File: src/rtl/seg7_pkg.sv
// seg7_pkg: shared glyph constants and the ASCII-to-segment decoder for the
// paged 7-segment scanner.
//   Glyphs are 7 bits ordered g..a (bit 6 = g, bit 0 = a), active-low, so a
//   cleared bit lights the segment on a common-anode display.
package seg7_pkg;

  localparam logic [6:0] SEG_BLANK = 7'b1111111;
  localparam logic [6:0] SEG_DASH  = 7'b0111111;
  localparam logic [6:0] SEG_HEX_A = 7'b0001000;
  localparam logic [6:0] SEG_HEX_B = 7'b0000011;
  localparam logic [6:0] SEG_HEX_C = 7'b1000110;
  localparam logic [6:0] SEG_HEX_D = 7'b0100001;
  localparam logic [6:0] SEG_HEX_E = 7'b0000110;
  localparam logic [6:0] SEG_HEX_F = 7'b0001110;

  // Map one ASCII byte to its glyph; anything without a glyph is blank, never '0'.
  function automatic logic [6:0] ascii_to_seg(input logic [7:0] code);
    logic [6:0] seg;
    case (code)
      8'h30:        seg = 7'b1000000;
      8'h31:        seg = 7'b1111001;
      8'h32:        seg = 7'b0100100;
      8'h33:        seg = 7'b0110000;
      8'h34:        seg = 7'b0011001;
      8'h35:        seg = 7'b0010010;
      8'h36:        seg = 7'b0000010;
      8'h37:        seg = 7'b1111000;
      8'h38:        seg = 7'b0000000;
      8'h39:        seg = 7'b0010000;
      8'h41, 8'h61: seg = SEG_HEX_A;
      8'h42, 8'h62: seg = SEG_HEX_B;
      8'h43, 8'h63: seg = SEG_HEX_C;
      8'h44, 8'h64: seg = SEG_HEX_D;
      8'h45, 8'h65: seg = SEG_HEX_E;
      8'h46, 8'h66: seg = SEG_HEX_F;
      8'h2D:        seg = SEG_DASH;
      8'h20:        seg = SEG_BLANK;
      default:      seg = SEG_BLANK;
    endcase
    return seg;
  endfunction

endpackage

File: src/rtl/seg7_ascii_decode.sv
// seg7_ascii_decode: combinational ASCII-to-glyph decoder.
//   code_i  in  8  ASCII byte
//   seg_o   out 7  glyph g..a, active-low
module seg7_ascii_decode
  import seg7_pkg::*;
(
  input  logic [7:0] code_i,
  output logic [6:0] seg_o
);

  assign seg_o = ascii_to_seg(code_i);

endmodule

File: src/rtl/seg7_scan_paged.sv
// seg7_scan_paged: time-multiplexed common-anode 7-segment driver with
// NUM_PAGES shadow pages of ASCII characters.
//   clk, rst_n   clock, asynchronous active-low reset
//   load         one-cycle strobe writing load_data into page load_page
//   load_page    target page (out-of-range values ignored)
//   load_data    ASCII bytes, digit i in [8i+7:8i]
//   page_sel     requested page, adopted only at a frame boundary (out of range -> 0)
//   dp_in        per-digit decimal point request, active-high
//   num, dp      registered glyph / decimal point, active-low
//   anode        registered digit enables, active-low, blanked at each slot start
//   frame_start  registered pulse when digit 0's slot begins
module seg7_scan_paged
  import seg7_pkg::*;
#(
  parameter  int NUM_DIGITS   = 4,
  parameter  int NUM_PAGES    = 2,
  parameter  int SCAN_DIV     = 50000,
  parameter  int BLANK_CYCLES = 16,
  localparam int PAGE_W       = (NUM_PAGES > 1) ? $clog2(NUM_PAGES) : 1
) (
  input  logic                    clk,
  input  logic                    rst_n,
  input  logic                    load,
  input  logic [PAGE_W-1:0]       load_page,
  input  logic [NUM_DIGITS*8-1:0] load_data,
  input  logic [PAGE_W-1:0]       page_sel,
  input  logic [NUM_DIGITS-1:0]   dp_in,
  output logic [6:0]              num,
  output logic                    dp,
  output logic [NUM_DIGITS-1:0]   anode,
  output logic                    frame_start
);

  localparam int CNT_W = $clog2(SCAN_DIV);
  localparam int IDX_W = (NUM_DIGITS > 1) ? $clog2(NUM_DIGITS) : 1;
  localparam logic [CNT_W-1:0] CNT_LAST  = CNT_W'(SCAN_DIV - 1);
  localparam logic [IDX_W-1:0] IDX_LAST  = IDX_W'(NUM_DIGITS - 1);
  // One extra bit so the limits themselves are representable.
  localparam logic [CNT_W:0]   BLANK_LIM = (CNT_W + 1)'(BLANK_CYCLES);
  localparam logic [PAGE_W:0]  PAGE_LIM  = (PAGE_W + 1)'(NUM_PAGES);

  logic [CNT_W-1:0]  pre_cnt_q, pre_cnt_d;
  logic [IDX_W-1:0]  idx_q, idx_d;
  logic [PAGE_W-1:0] page_q, page_d;
  logic [NUM_PAGES-1:0][NUM_DIGITS-1:0][7:0] shadow_q, shadow_d;
  logic [6:0]            num_d;
  logic                  dp_d;
  logic [NUM_DIGITS-1:0] anode_d;
  logic                  frame_start_d;

  logic       tick_s;
  logic       load_ok_s;
  logic       sel_ok_s;
  logic [6:0] glyph_s;

  assign tick_s    = (pre_cnt_q == CNT_LAST);
  assign load_ok_s = load && ({1'b0, load_page} < PAGE_LIM);
  assign sel_ok_s  = ({1'b0, page_sel} < PAGE_LIM);

  seg7_ascii_decode u_decode (
    .code_i (shadow_q[page_q][idx_q]),
    .seg_o  (glyph_s)
  );

  // Next-state logic for the scan counters, page register, shadow pages and outputs.
  always_comb begin
    pre_cnt_d     = pre_cnt_q;
    idx_d         = idx_q;
    page_d        = page_q;
    shadow_d      = shadow_q;
    num_d         = glyph_s;
    dp_d          = ~dp_in[idx_q];
    anode_d       = {NUM_DIGITS{1'b1}};
    frame_start_d = (idx_q == '0) && (pre_cnt_q == '0);

    if (tick_s) begin
      pre_cnt_d = '0;
      if (idx_q == IDX_LAST) begin
        idx_d  = '0;
        // Page only changes between frames so a frame never mixes pages.
        page_d = sel_ok_s ? page_sel : '0;
      end else begin
        idx_d  = idx_q + IDX_W'(1);
        page_d = page_q;
      end
    end else begin
      pre_cnt_d = pre_cnt_q + CNT_W'(1);
    end

    // Loads are not frame-held: a write to the shown page appears immediately.
    if (load_ok_s) begin
      shadow_d[load_page] = load_data;
    end else begin
      shadow_d = shadow_q;
    end

    // Dead time at the start of each slot lets the previous digit turn off fully.
    if ({1'b0, pre_cnt_q} < BLANK_LIM) begin
      anode_d = {NUM_DIGITS{1'b1}};
    end else begin
      anode_d = ~(NUM_DIGITS'(1) << idx_q);
    end
  end

  // State and output registers.
  always_ff @(posedge clk or negedge rst_n) begin
    if (!rst_n) begin
      pre_cnt_q   <= '0;
      idx_q       <= '0;
      page_q      <= '0;
      shadow_q    <= {(NUM_PAGES * NUM_DIGITS){8'h20}};
      num         <= SEG_BLANK;
      dp          <= 1'b1;
      anode       <= {NUM_DIGITS{1'b1}};
      frame_start <= 1'b0;
    end else begin
      pre_cnt_q   <= pre_cnt_d;
      idx_q       <= idx_d;
      page_q      <= page_d;
      shadow_q    <= shadow_d;
      num         <= num_d;
      dp          <= dp_d;
      anode       <= anode_d;
      frame_start <= frame_start_d;
    end
  end

endmodule
File: config.mk
export PLATFORM = sky130hd
export DESIGN_NAME = seg7_scan_paged
export DESIGN_NICKNAME = d
export VERILOG_FILES = /design/src/rtl/seg7_pkg.sv /design/src/rtl/seg7_ascii_decode.sv /design/src/rtl/seg7_scan_paged.sv
export SDC_FILE = /design/constraint.sdc
export NUM_CORES = 1
export LEC_CHECK = 0
export ABC_CLOCK_PERIOD_IN_PS = 3500
export CAP_MARGIN = 20
export CORE_UTILIZATION = 45
export CTS_CLUSTER_DIAMETER = 200
export DETAILED_ROUTE_END_ITERATION = 6
export HOLD_SLACK_MARGIN = 0.03
export PLACE_DENSITY_LB_ADDON = 0.25
export RECOVER_POWER = 25
export SLEW_MARGIN = 20
export SYNTH_ARGS = -nofsm -noshare
export SYNTH_HDL_FRONTEND = slang
export SYNTH_SLANG_ARGS = --single-unit
File: constraint.sdc
create_clock -name clk -period 3.5 [get_ports clk]
set_clock_uncertainty 0.1 [all_clocks]
set_input_delay 0.35 -clock clk [delete_from_list [all_inputs] [get_ports clk]]
set_output_delay 0.35 -clock clk [all_outputs]
set_load 0.01 [all_outputs]
### Word level (Yosys, flattened, before mapping)

Cells that the tools add are included.

| cells by class | value |
|---|---|
| add/sub/neg operators | 2 |
| $lt $le $gt $ge | 5 |
| equality and inequality tests | 25 |
| shifts and indexed selects | 1 |
| muxes and demuxes | 13 |
| bitwise operators | 2 |
| reductions and logical operators | 11 |

Operators by type and width:

| operator | count |
|---|---|
| one-hot mux 7 bit (17 select lines) | 1 |
| == test 8 x 7 -> 1 bit (second input constant) | 12 |
| two-way mux 32 bit | 3 |
| == test 8 x 6 -> 1 bit (second input constant) | 11 |
| bitwise mux 64 bit | 1 |
| demux 32 bit (select 1 bit) | 1 |
| adder 16 x 1 -> 16 bit (second input constant) | 1 |
| binary-select mux 8 bit (select 2 bit) | 1 |
| == test 16 bit (second input constant) | 1 |
| logical NOT 16 bit | 1 |
| < comparator 16 x 5 -> 1 bit (second input constant) | 1 |
| two-way mux 16 bit | 1 |
| OR reduction 2 bit | 6 |
| two-way mux 8 bit | 1 |
| < comparator 1 x 2 -> 1 bit (second input constant) | 2 |
| two-way mux 4 bit | 1 |
| NOT 4 bit | 1 |
| << shifter 1 x 2 -> 4 bit (first input constant) | 1 |
| < comparator 2 x 3 -> 1 bit (second input constant) | 1 |
| adder 2 x 1 -> 2 bit (second input constant) | 1 |
| binary-select mux 1 bit (select 2 bit) | 1 |
| == test 2 bit (second input constant) | 1 |
| logical AND 1 bit | 2 |
| logical NOT 2 bit | 1 |
| other kinds (5) | 5 |

| storage, ports and cells | value |
|---|---|
| register bits after elaboration | 96 |
| output and inout bits | 13 |
| logic and storage cells | 74 |

### Depth between registers and ports, before layout

Gate-level depths: netlist of the first run.

| logic depth | value |
|---|---|
| word-level depth | 7 |
| mapped depth | 11 |
| gate-level depth less buffers | 7 |

### By module

Synthesis of the first run repeated with hierarchy kept, for this count alone.

| unflattened totals | value |
|---|---|
| cells, all modules | 361 |
| area, all modules | 4598.2 µm² |

Modules (own cells, without submodules):

| module | instances | cells an instance | area each (µm²) | seq. area each (µm²) |
|---|---|---|---|---|
| seg7_scan_paged | 1 | 297 | 4222.8 | 2427.3 |
| seg7_ascii_decode | 1 | 64 | 375.4 | 0.0 |

### Worst setup path before layout of the first run

Ideal clock, no wire load.

| path | value |
|---|---|
| kind | flip-flop to flip-flop |
| start point | register page_q |
| end point | register num[6] |
| arrival time | 1.987 ns |
| path slack | 1.351 ns |
| cell stages (with the launch flop) | 10 |
| path buffers | 2 |
| path through | dfrtp_1 > buf_6 > buf_12 > mux4_2 > mux2_4 > or2_4 > nor2_4 > o21ai_2 > a21oi_2 > a221o_1 |

| between the ends | value |
|---|---|
| cells in the longest elaborated chain, start to end | 7 |
| elaborated cells on any way between the ends | 34 |
| classes of those cells | 23 x eq/ne; 5 x mux; 6 x reduce/logical |

Ends and longest elaborated chain:

| item | RTL line | RTL |
|---|---|---|
| from (decl) | seg7_scan_paged.sv:44 | `logic [PAGE_W-1:0] page_q, page_d;` |
| from (signal assigned) | seg7_scan_paged.sv:119 | `page_q <= page_d;` |
| two-way mux 32 bit (not written as such) * (2 in a row) | seg7_scan_paged.sv:61 | `.code_i (shadow_q[page_q][idx_q]),` |
| binary-select mux 8 bit (select 2 bit) * | seg7_scan_paged.sv:61 |  |
| two-way mux 8 bit (not written as such) * | seg7_scan_paged.sv:61 |  |
| == test 8 x 7 -> 1 bit | seg7_pkg.sv:19 | `case (code)` |
| OR reduction 2 bit | seg7_pkg.sv:19 |  |
| one-hot mux 7 bit (17 select lines) * | seg7_pkg.sv:19 |  |
| named net glyph_s[6] | seg7_scan_paged.sv:54 | `logic [6:0] glyph_s;` |
| to (signal assigned) | seg7_scan_paged.sv:121 | `num <= num_d;` |
| to (decl) | seg7_scan_paged.sv:28 | `output logic [6:0] num,` |

The timed path passes the listed nets; every way through them passes the cells marked *. The select of a mux whose other input is x is not followed.
A chain may end at the register's enable or synchronous reset.

### Worst setup path after layout of the first run

Ends and elaborated chain as after synthesis.

==> run metrics, run 1 <==
x dimension of the die=103 um; number of antenna violations at the first check in global routing=0; worst min-delay path class=reg2reg; final layout net count=455; arrival time of the worst setup path=2940 ps; most frequently used flop master after synthesis=dfrtp_1; netlist area before placement=4590 um^2; max frequency=0.364 GHz; total inserted antenna cells=0; VDD IR-drop max=0.287 mV; number of max-cap violations=2; proportion of synthesized chip area in sequential cells=52.9%; fraction of synthesized cell area in xor and xnor cells=3.06%; Internal Dissipation=1.76 mW; Mapped Avg Cell Area=13.0 um^2; required time of the critical path=3690 ps; final worst path period share=78.4%; dpl hpwl=6060 um; number of global-route vias before repair=2994; maximum number of pins on one net before global-route repair=39; number of cells traversed by the worst register-to-register path=6; average wire per cell in the routed design=15.7 um; count of endpoints failing setup in the final report=0; worst slew margin relative to its limit=-33.2%; standard-cell rows=36; sort of element at the end of the critical path=flip-flop; clock latency of the later-clocked register in the worst-skew pair=370 ps; crit path launch type=flip-flop; count of unresolved DRC violations after routing=0; utilization after layout=55.0%; final slew viol count=72; Post-synth EDFFs=0; synthesized net count=400; status=finished, violations left; die area=10600 um^2; Bufs on Longest Clock Path=2; number of nets with antenna violations after detailed routing=0; Setup Total Neg Slack=0 ps; total clock buffers created by CTS=9; critical path peak fanout=22; Synth area leaders=dfrtp_1 (41%), mux2_2 (16%), dfstp_2 (11%); yosys warns=0; net switching power=0.648 mW; core area=9820 um^2; combinational family with the most area after synthesis=multiplexers; standby leakage power=2.24 nW; Post-Synth Adder-Cell Area=1.64%; Unique masters post-synth=51; fraction of synthesis flops using an asynchronous set or reset pin=100%; area overhead of the layout relative to synthesis=17.7%; vias per inst=5.28; flop and latch count out of synthesis=96; clock group share of total power=27.1%; post-synthesis cell count=353; Final Routed Wirelength=8600 um; area fraction of the dominant cell type after synthesis=41.5%; overall die height=103 um; post-CTS setup buffer count=0; routability-driven placement congestion ratio=0.719; sequential power share=54.2%; combinational power share=18.7%; I/O Pins=54; number of sinks on the clock net=96; violations in the final reports=max-capacitance violations, max-slew violations; first-pass GRT wire length=14100 um; area fraction in and, or, nand and nor cells after synthesis=9.41%; filler cell count=890; area fraction in compound gates after synthesis=4.86%; Tightest Pin Transition=2000 ps; final hold violation count=0; overflow left after global routing=0; vias=2883; global routing usage summed across all routing layers=17.8%; maximum level of the CTS H-tree=3; critical path start-end classification=reg2reg; worst hold path stage count=1; clock tree root driver cell=clkbuf_8; cts-stage hold buffer count=1; register clock-pin slew on the reported worst setup and hold paths=90 ps; DRC violation total after the first TritonRoute iteration=75; Multi-input gate area=2030 um^2; fraction of layout cells with a size suffix above 1=30.5%; starting density of the core=46.7%; CTS tree=built; number of iterations in the first detailed-routing pass=4; Power Density=446 nW/um^2; min Tclk post-route=2750 ps; number of resized instances in the post-cts repair step=0; setup repair after global routing missed its margin=false; share of total power consumed by net switching=26.9%; mux cell area share after synthesis=25.3%; cell type contributing the most total cell area after synthesis=dfrtp_1; Sequential Area=2430 um^2; number of port buffers=53
[stage by stage]
stage	total power [mW]	instances	worst slack (ps)	instance area [um^2]	hold slack (ps)
final	2.41	546	754	5400	398
after global routing	2.53	546	523	5400	416
after CTS	2.43	546	756	5410	386
after detailed placement	1.78	529	767	5230	243
after global placement	1.77	529	839	5230	239
after floorplan	1.62	353	1350	4590	-45.6
[final timing paths]
path,slack [ps],to,start
min,400,pre_cnt_q[0],pre_cnt_q[0]
max in group asynchronous,970,num[1],rst_n
max reg2reg,750,num[6],page_q
max,750,num[6],page_q
min in group asynchronous,990,pre_cnt_q[7],rst_n
min reg2reg,400,pre_cnt_q[0],pre_cnt_q[0]
[flip-flops by register name, indices dropped and copies added, names as in the netlist]
signal	flops
frame_start	1
dp	1
page_q	1
shadow_q	64
num	7
idx_q	2
pre_cnt_q	16
anode	4
[power groups by stage]
stage | registers, mW | clock network (mW) | logic [mW]
floorplan | 1.31 | 0 | 0.308
global placement | 1.32 | 0 | 0.441
detailed placement | 1.33 | 0 | 0.453
CTS | 1.31 | 0.668 | 0.456
global route | 1.32 | 0.716 | 0.496
finish | 1.30 | 0.652 | 0.452
[cell usage in the layout (no fill, tap or decap), types with 4 or more instances in the layout]
master / n
clkbuf_1: 5
nand3_1: 13
mux4_2: 12
dfstp_2: 20
a21oi_1: 4
ha_1: 6
clkdlybuf4s50_1: 51
xor2_1: 9
dfrtp_1: 76
mux2i_1: 13
buf_4: 6
clkbuf_8: 9
o21ai_0: 8
nand2_1: 28
xnor2_1: 7
nor3_1: 5
inv_1: 6
nor2_1: 19
mux2_2: 66
[cell usage after synthesis (2+ instances only)]
cell,count
or3_1,2
a21oi_1,4
nor2_1,19
o21ai_0,8
a211oi_1,2
nor2b_1,4
ha_1,6
xnor2_1,7
and3_1,3
clkbuf_1,2
o22ai_1,2
dfstp_2,20
xor2_1,9
buf_6,2
nand2_1,28
dfrtp_1,76
and2_1,3
a221o_1,2
mux2i_1,13
mux2_2,66
nor3_1,5
nor4_1,3
a31oi_1,2
buf_2,5
nand3_1,13
inv_1,6
buf_1,6
mux4_2,12
[worst max-delay path: stages, from the launching register on]
cell and delay, ps:
dfrtp_1 340, buf_4 370, mux4_2 550, mux2i_1 720, o21bai_1 260, a21oi_2 80, a221o_1 260
[per-layer routing]
| metal | wire (um) | track usage (%) | part of all wire (%) |
|---|---|---|---|
| met5 | 0 | 0 | 0 |
| met4 | 104 | 5.96 | 1.2 |
| met3 | 308 | 4.34 | 3.6 |
| met2 | 4120 | 29.5 | 48 |
| met1 | 4070 | 23.1 | 47 |
[area by class of cell]
type / instances / share of cell area [%]
clock buffers: 12 / 2.50
clock inverters: 4 / 0.556
inverters: 7 / 0.487
multi-input cells: 233 / 37.6
flip-flops and latches: 96 / 45.0
well taps: 133 / 3.08
repair buffers: 61 / 10.8
[logic make-up (layout without fill, tap and decap cells)]
| kind of cell | count (synthesis) | after routing |
|---|---|---|
| AOI/OAI and AO/OA | 30 | 30 |
| xor gates and xnor gates | 16 | 16 |
| adders and majority gates | 6 | 6 |
| buffers and inverters | 24 | 84 |
| DFF | 96 | 96 |
| muxes | 92 | 92 |
| and+or+nand+nor | 89 | 89 |
No activity file was read; power rests on OpenSTA's default activity.
==> run 2, diff against run 1 <==
ABC_CLOCK_PERIOD_IN_PS = 2330   (was 3500)
clock period = 2.33 ns   (was 3.5 ns; I/O delays follow)
==> run metrics, run 2 (synthesized netlist as in run 1, its figures left out) <==
dpl hpwl=6440 um (+6.2%); clock group share of total power=27.1% (about the same); critical path start-end classification=reg2reg; max reg flops=64 (unchanged); vias=2949 (+2.3%); starting density of the core=46.7% (unchanged); status=finished clean; first-pass GRT wire length=15100 um (+7.1%); most frequent cells in the layout=dfrtp_1 (76), mux2_2 (65), clkdlybuf4s50_1 (52); final layout net count=477 (+4.8%); overall die height=103 um (unchanged); number of sinks on the clock net=96 (unchanged); final hold violation count=0 (unchanged); flop-to-flop setup slack=90 ps (-670 ps); number of cells traversed by the worst register-to-register path=8 (+2); DRC violation total after the first TritonRoute iteration=67 (-11%); slowest stage cell on the critical path=mux4_2; average wire per cell in the routed design=15.8 um (+0.15%); number of global-route vias before repair=3083 (+3.0%); overflow left after global routing=0 (unchanged); filler cell count=878 (-1.3%); count of endpoints failing setup in the final report=0 (unchanged); number of iterations in the first detailed-routing pass=4 (unchanged); Bufs on Longest Clock Path=2 (unchanged); number of port buffers=53 (unchanged); fraction of layout cells with a size suffix above 1=35.9% (+5.4 points); setup repair after global routing missed its margin=true; die area=10600 um^2 (unchanged); crit path launch type=flip-flop; Internal Dissipation=2.73 mW (+55%); final worst path period share=96.2% (+18 points); maximum number of pins on one net before global-route repair=45 (+15%); VDD IR-drop max=0.354 mV (+23%); clock tree root driver cell=clkbuf_8; max frequency=0.446 GHz (+22%); arrival time of the worst setup path=2430 ps (-510 ps); required time of the critical path=2520 ps (-1170 ps); Final Routed Wirelength=8960 um (+4.2%); register clock-pin slew on the reported worst setup and hold paths=100 ps (about the same); number of antenna violations at the first check in global routing=0 (unchanged); Tightest Pin Transition=830 ps (-1170 ps); registers with the most flip-flops=shadow_q: 64 flops, pre_cnt_q: 16 flops, num: 7 flops; vias per inst=5.19 (-1.7%); routability-driven placement congestion ratio=0.833 (+16%); net switching power=0.982 mW (+52%); worst min-delay path class=in2async; maximum level of the CTS H-tree=3 (unchanged); share of total power consumed by net switching=26.5% (-0.42 points); critical register-to-register path startpoint=page_q; standby leakage power=2.38 nW (+6.3%); sort of element at the end of the critical path=flip-flop; x dimension of the die=103 um (unchanged); worst slew margin relative to its limit=44.7% (+78 points); total clock buffers created by CTS=9 (unchanged); CTS tree=built; number of max-cap violations=0 (-2); count of unresolved DRC violations after routing=0 (unchanged); final hold slack=386 ps (-12.3 ps); most common library cell in the layout ignoring fill and taps=dfrtp_1; sequential power share=53.0% (-1.2 points); area overhead of the layout relative to synthesis=23.4%; final slew viol count=0 (-100%); clock latency of the later-clocked register in the worst-skew pair=350 ps (-20 ps); register with the most flip-flops=shadow_q; number of nets with antenna violations after detailed routing=0 (unchanged); I/O Pins=54 (unchanged); Power Density=655 nW/um^2 (+47%); global routing usage summed across all routing layers=18.7% (+0.90 points); core area=9820 um^2 (unchanged); combinational power share=19.9% (+1.2 points); min Tclk post-route=2240 ps (-503 ps); delay of the slowest cell on the worst path=510 ps (-210 ps); CP Cell Sequence=buf_4 -> mux4_2 -> mux2_4 -> or2_4 -> nor2_4 -> o21ai_2 -> a21oi_2 -> a221o_1; total inserted antenna cells=0 (unchanged); utilization after layout=57.6% (+2.7 points); worst flop-to-flop path endpoint=num[6]; critical path peak fanout=5 (-77%); standard-cell rows=36 (unchanged)
run 2: cell types whose count changed in the layout (fill, tap and decap cells not counted), moves of 2 or more:
| cell | change |
|---|---|
| buf_12 | +5 |
| nor2_2 | +3 |
| clkbuf_1 | -4 |
| nor2_1 | -3 |
| clkinvlp_4 | +2 |
| buf_4 | +17 |
run 2: layer usage:
metal / part of all wire (%) / global-route usage (%) / up-vias
met4: 0.68 / 3.90 / 0
li1: - / - / 1406
met2: 47 / 30.2 / 43
met5: 0 / 0 / -
met1: 49 / 26.1 / 1495
met3: 3.0 / 4.27 / 5
run 2: worst max-delay path by stage:
stage / from / cells after the start / end
after global placement: page_q / 8 / num[6]
after detailed placement: page_q / 8 / num[6]
after CTS: page_q / 8 / num[6]
final: page_q / 8 / num[6]
after floorplan: page_q / 9 / num[6]
after global routing: page_q / 8 / num[6]
run 2: what timing repair did:
item	4_1_cts	5_1_grt
gates resized for setup	0	5
setup endpoints to repair	0	6
buffers inserted	0	3
hold buffers	1	0
endpoints found under the hold margin	17	0
run 2: through the flow:
| stage | area [um^2] | setup TNS [ps] | instances | setup slack (ps) | power [mW] |
|---|---|---|---|---|---|
| finish | 5660 | 0 | 568 | 87.9 | 3.71 |
| global route | 5660 | -57.6 | 568 | -29.8 | 3.91 |
| CTS | 5630 | 0 | 565 | 38.1 | 3.74 |
| detailed placement | 5440 | 0 | 548 | 62.2 | 2.73 |
| global placement | 5440 | 0 | 548 | 104 | 2.71 |
| floorplan | 4590 | 0 | 353 | 181 | 2.43 |
run 2: area by class of cell:
class                           count  area [um^2]  share of cell area [%]
Clock buffer                       11          141                    2.50
Timing Repair Buffer               83          816                    14.4
Inverter                            7         26.3                   0.464
Tap cell                          133          166                    2.94
Clock inverter                      5         40.0                   0.707
Sequential cell                    96         2430                    42.9
Multi-Input combinational cell    233         2040                    36.1
run 2: power groups by stage:
stage / clock (mW) / sequential, mW / combinational (mW)
2_1_floorplan: 0 / 1.97 / 0.463
3_3_place_gp: 0 / 1.99 / 0.717
6_report: 1.00 / 1.97 / 0.739
4_1_cts: 1.04 / 1.97 / 0.736
5_1_grt: 1.12 / 1.99 / 0.807
3_5_place_dp: 0 / 2.00 / 0.733
run 2: worst max-delay path: cells and delay by family (launching register included):
family / cells / cell delay, ps
mux: 2 / 830
flops: 1 / 400
simple gates: 2 / 370
compound gates: 3 / 290
buf+inv: 1 / 180
==> run 3, diff against run 2 <==
ABC_AREA = 0   (was unset)
ABC_CLOCK_PERIOD_IN_PS = 2700   (was 2330)
RECOVER_POWER = 50   (was 25)
clock period = 2.7 ns   (was 2.33 ns; I/O delays follow)
==> run metrics, run 3 (synthesized netlist as in run 1, its figures left out) <==
status=finished clean; min Tclk post-route=2400 ps (+157 ps); average wire per cell in the routed design=15.6 um (-0.79%); critical path start-end classification=reg2reg; final standard cell count with taps included and fillers excluded=551 (-3.0%); Final Routed Wirelength=8620 um (-3.8%); maximum level of the CTS H-tree=3 (unchanged); filler cell count=846 (-3.6%); most common library cell in the layout ignoring fill and taps=dfrtp_1; clock tree root driver cell=clkbuf_8; total inserted antenna cells=0 (unchanged); fraction of layout cells with a size suffix above 1=32.3% (-3.6 points); crit path launch type=flip-flop; dpl hpwl=6190 um (-3.9%); maximum number of pins on one net before global-route repair=59 (+31%); CTS tree=built; number of max-cap violations=0 (unchanged); setup repair after global routing missed its margin=false; Power Density=582 nW/um^2 (-11%); dpl cell area=5290 um^2 (-2.6%); Internal Dissipation=2.31 mW (-15%); x dimension of the die=103 um (unchanged); DRC violation total after the first TritonRoute iteration=72 (+7.5%); core area=9820 um^2 (unchanged); I/O Pins=54 (unchanged); sum of internal, switching and leakage power=3.18 mW (-14%); Bufs on Longest Clock Path=2 (unchanged); post-CTS setup buffer count=0 (unchanged); utilization after layout=55.7% (-1.9 points); vias=2901 (-1.6%); number of global-route vias before repair=2980 (-3.3%); final cell area excluding filler cells=5470 um^2 (-3.3%); most frequent cells in the layout=dfrtp_1 (76), mux2_2 (66), clkdlybuf4s50_1 (51); number of sinks on the clock net=96 (unchanged); net switching power=0.879 mW (-11%); number of port buffers=53 (unchanged); standard-cell rows=36 (unchanged); max layer used=met4; VDD IR-drop max=0.305 mV (-14%); number of nets with antenna violations after detailed routing=0 (unchanged); delay of the slowest cell on the worst path=510 ps (about the same); Met1 Routed Length=4050 um (-8.0%); overall die height=103 um (unchanged); final worst path period share=88.9% (-7.4 points); clock group share of total power=28.1% (+1.0 points); worst min-delay path class=reg2reg; final slew viol count=0 (unchanged); routed wl met2=4250 um (+0.47%); overflow left after global routing=0 (unchanged); count of endpoints failing setup in the final report=0 (unchanged); final layout net count=460 (-3.6%); number of iterations in the first detailed-routing pass=4 (unchanged); vias per inst=5.26 (+1.4%); total met3 wirelength after detailed routing=266 um (-0.37%); max frequency=0.417 GHz (-6.6%); clock latency of the later-clocked register in the worst-skew pair=360 ps (about the same); registers with the most flip-flops=shadow_q: 64 flops, pre_cnt_q: 16 flops, num: 7 flops; number of resized instances in the post-cts repair step=0 (unchanged); standby leakage power=2.29 nW (-3.9%); Tightest Pin Transition=880 ps (+50.2 ps); Setup Total Neg Slack=0 ps (unchanged); register clock-pin slew on the reported worst setup and hold paths=100 ps (about the same); share of total power consumed by net switching=27.6% (+1.1 points); global routing usage summed across all routing layers=18.4% (-0.36 points); combinational power share=18.6% (-1.3 points); CP Cell Sequence=buf_12 -> mux4_2 -> nand2_1 -> and2_1 -> o211ai_4 -> o21bai_1 -> a21oi_2 -> a221o_1; final hold violation count=0 (unchanged); sequential power share=53.3% (+0.3 points); critical path peak fanout=21 (+16); max reg flops=64 (unchanged); worst slew margin relative to its limit=41.3% (-3.3 points); total clock buffers created by CTS=9 (unchanged); sort of element at the end of the critical path=flip-flop; routability-driven placement congestion ratio=0.820 (-1.5%); count of unresolved DRC violations after routing=0 (unchanged); arrival time of the worst setup path=2590 ps (+160 ps); required time of the critical path=2890 ps (+370 ps); number of antenna violations at the first check in global routing=0 (unchanged); cts-stage hold buffer count=1 (unchanged); die area=10600 um^2 (unchanged); register with the most flip-flops=shadow_q; starting density of the core=46.7% (unchanged); count of placed standard cells including taps=534 (-2.6%); slowest stage cell on the critical path=mux4_2; area overhead of the layout relative to synthesis=19.3%; first-pass GRT wire length=14700 um (-2.5%)
[run 3: cell count changes in the layout (fill, tap and decap cells not counted), moves of 2 or more]
| cell | change |
|---|---|
| buf_4 | -15 |
| buf_12 | -4 |
| clkinvlp_4 | -3 |
| nor2_1 | +3 |
| nor2_2 | -3 |
| clkinv_4 | +2 |
[run 3: metal layers]
layer,vias up,track usage (%)
met1,1468,25.2
li1,1372,-
met3,4,4.27
met5,-,0
met2,57,29.2
met4,0,5.42
[run 3: per-stage QoR]
stage | hold WS, ps | worst slack (ps)
after floorplan | -126 | 551
after global placement | 52.2 | 362
after detailed placement | 53.0 | 294
after CTS | 195 | 276
after global routing | 417 | 124
final | 387 | 301
[run 3: power by group through the flow]
stage               clock network (mW)  registers (mW)  logic [mW]
finish                           0.894            1.70       0.593
detailed placement                   0            1.72       0.601
global placement                     0            1.72       0.586
floorplan                            0            1.70       0.400
CTS                              0.929            1.70       0.604
global route                     0.987            1.72       0.650
[run 3: final cells by class]
class / count / area, um^2 / share of cell area [%]
flip-flops and latches: 96 / 2430 / 44.4
multi-input cells: 233 / 2030 / 37.1
repair buffers: 66 / 632 / 11.5
well taps: 133 / 166 / 3.04
clock buffers: 9 / 124 / 2.26
clock inverters: 7 / 65.1 / 1.19
inverters: 7 / 26.3 / 0.480
[run 3: worst paths after layout]
path | endpoint | startpoint | slack, ps | depth (start not counted)
hold / removal | pre_cnt_q[0] | pre_cnt_q[0] | 390 | 1
max in group asynchronous | shadow_q[54] | rst_n | 710 | 3
setup / recovery | num[6] | page_q | 300 | 8
setup reg to reg | num[6] | page_q | 300 | 8
hold reg to reg | pre_cnt_q[0] | pre_cnt_q[0] | 390 | 1
min in group asynchronous | pre_cnt_q[6] | rst_n | 440 | 2
[run 3: worst max-delay path, delay by kind of cell, from the launching register on]
kind                   cells  cell delay [ps]
AO/OA/AOI/OAI              4              780
multiplexers               1              510
flip-flops                 1              400
AND/OR/NAND/NOR            2              330
buffers and inverters      1              210
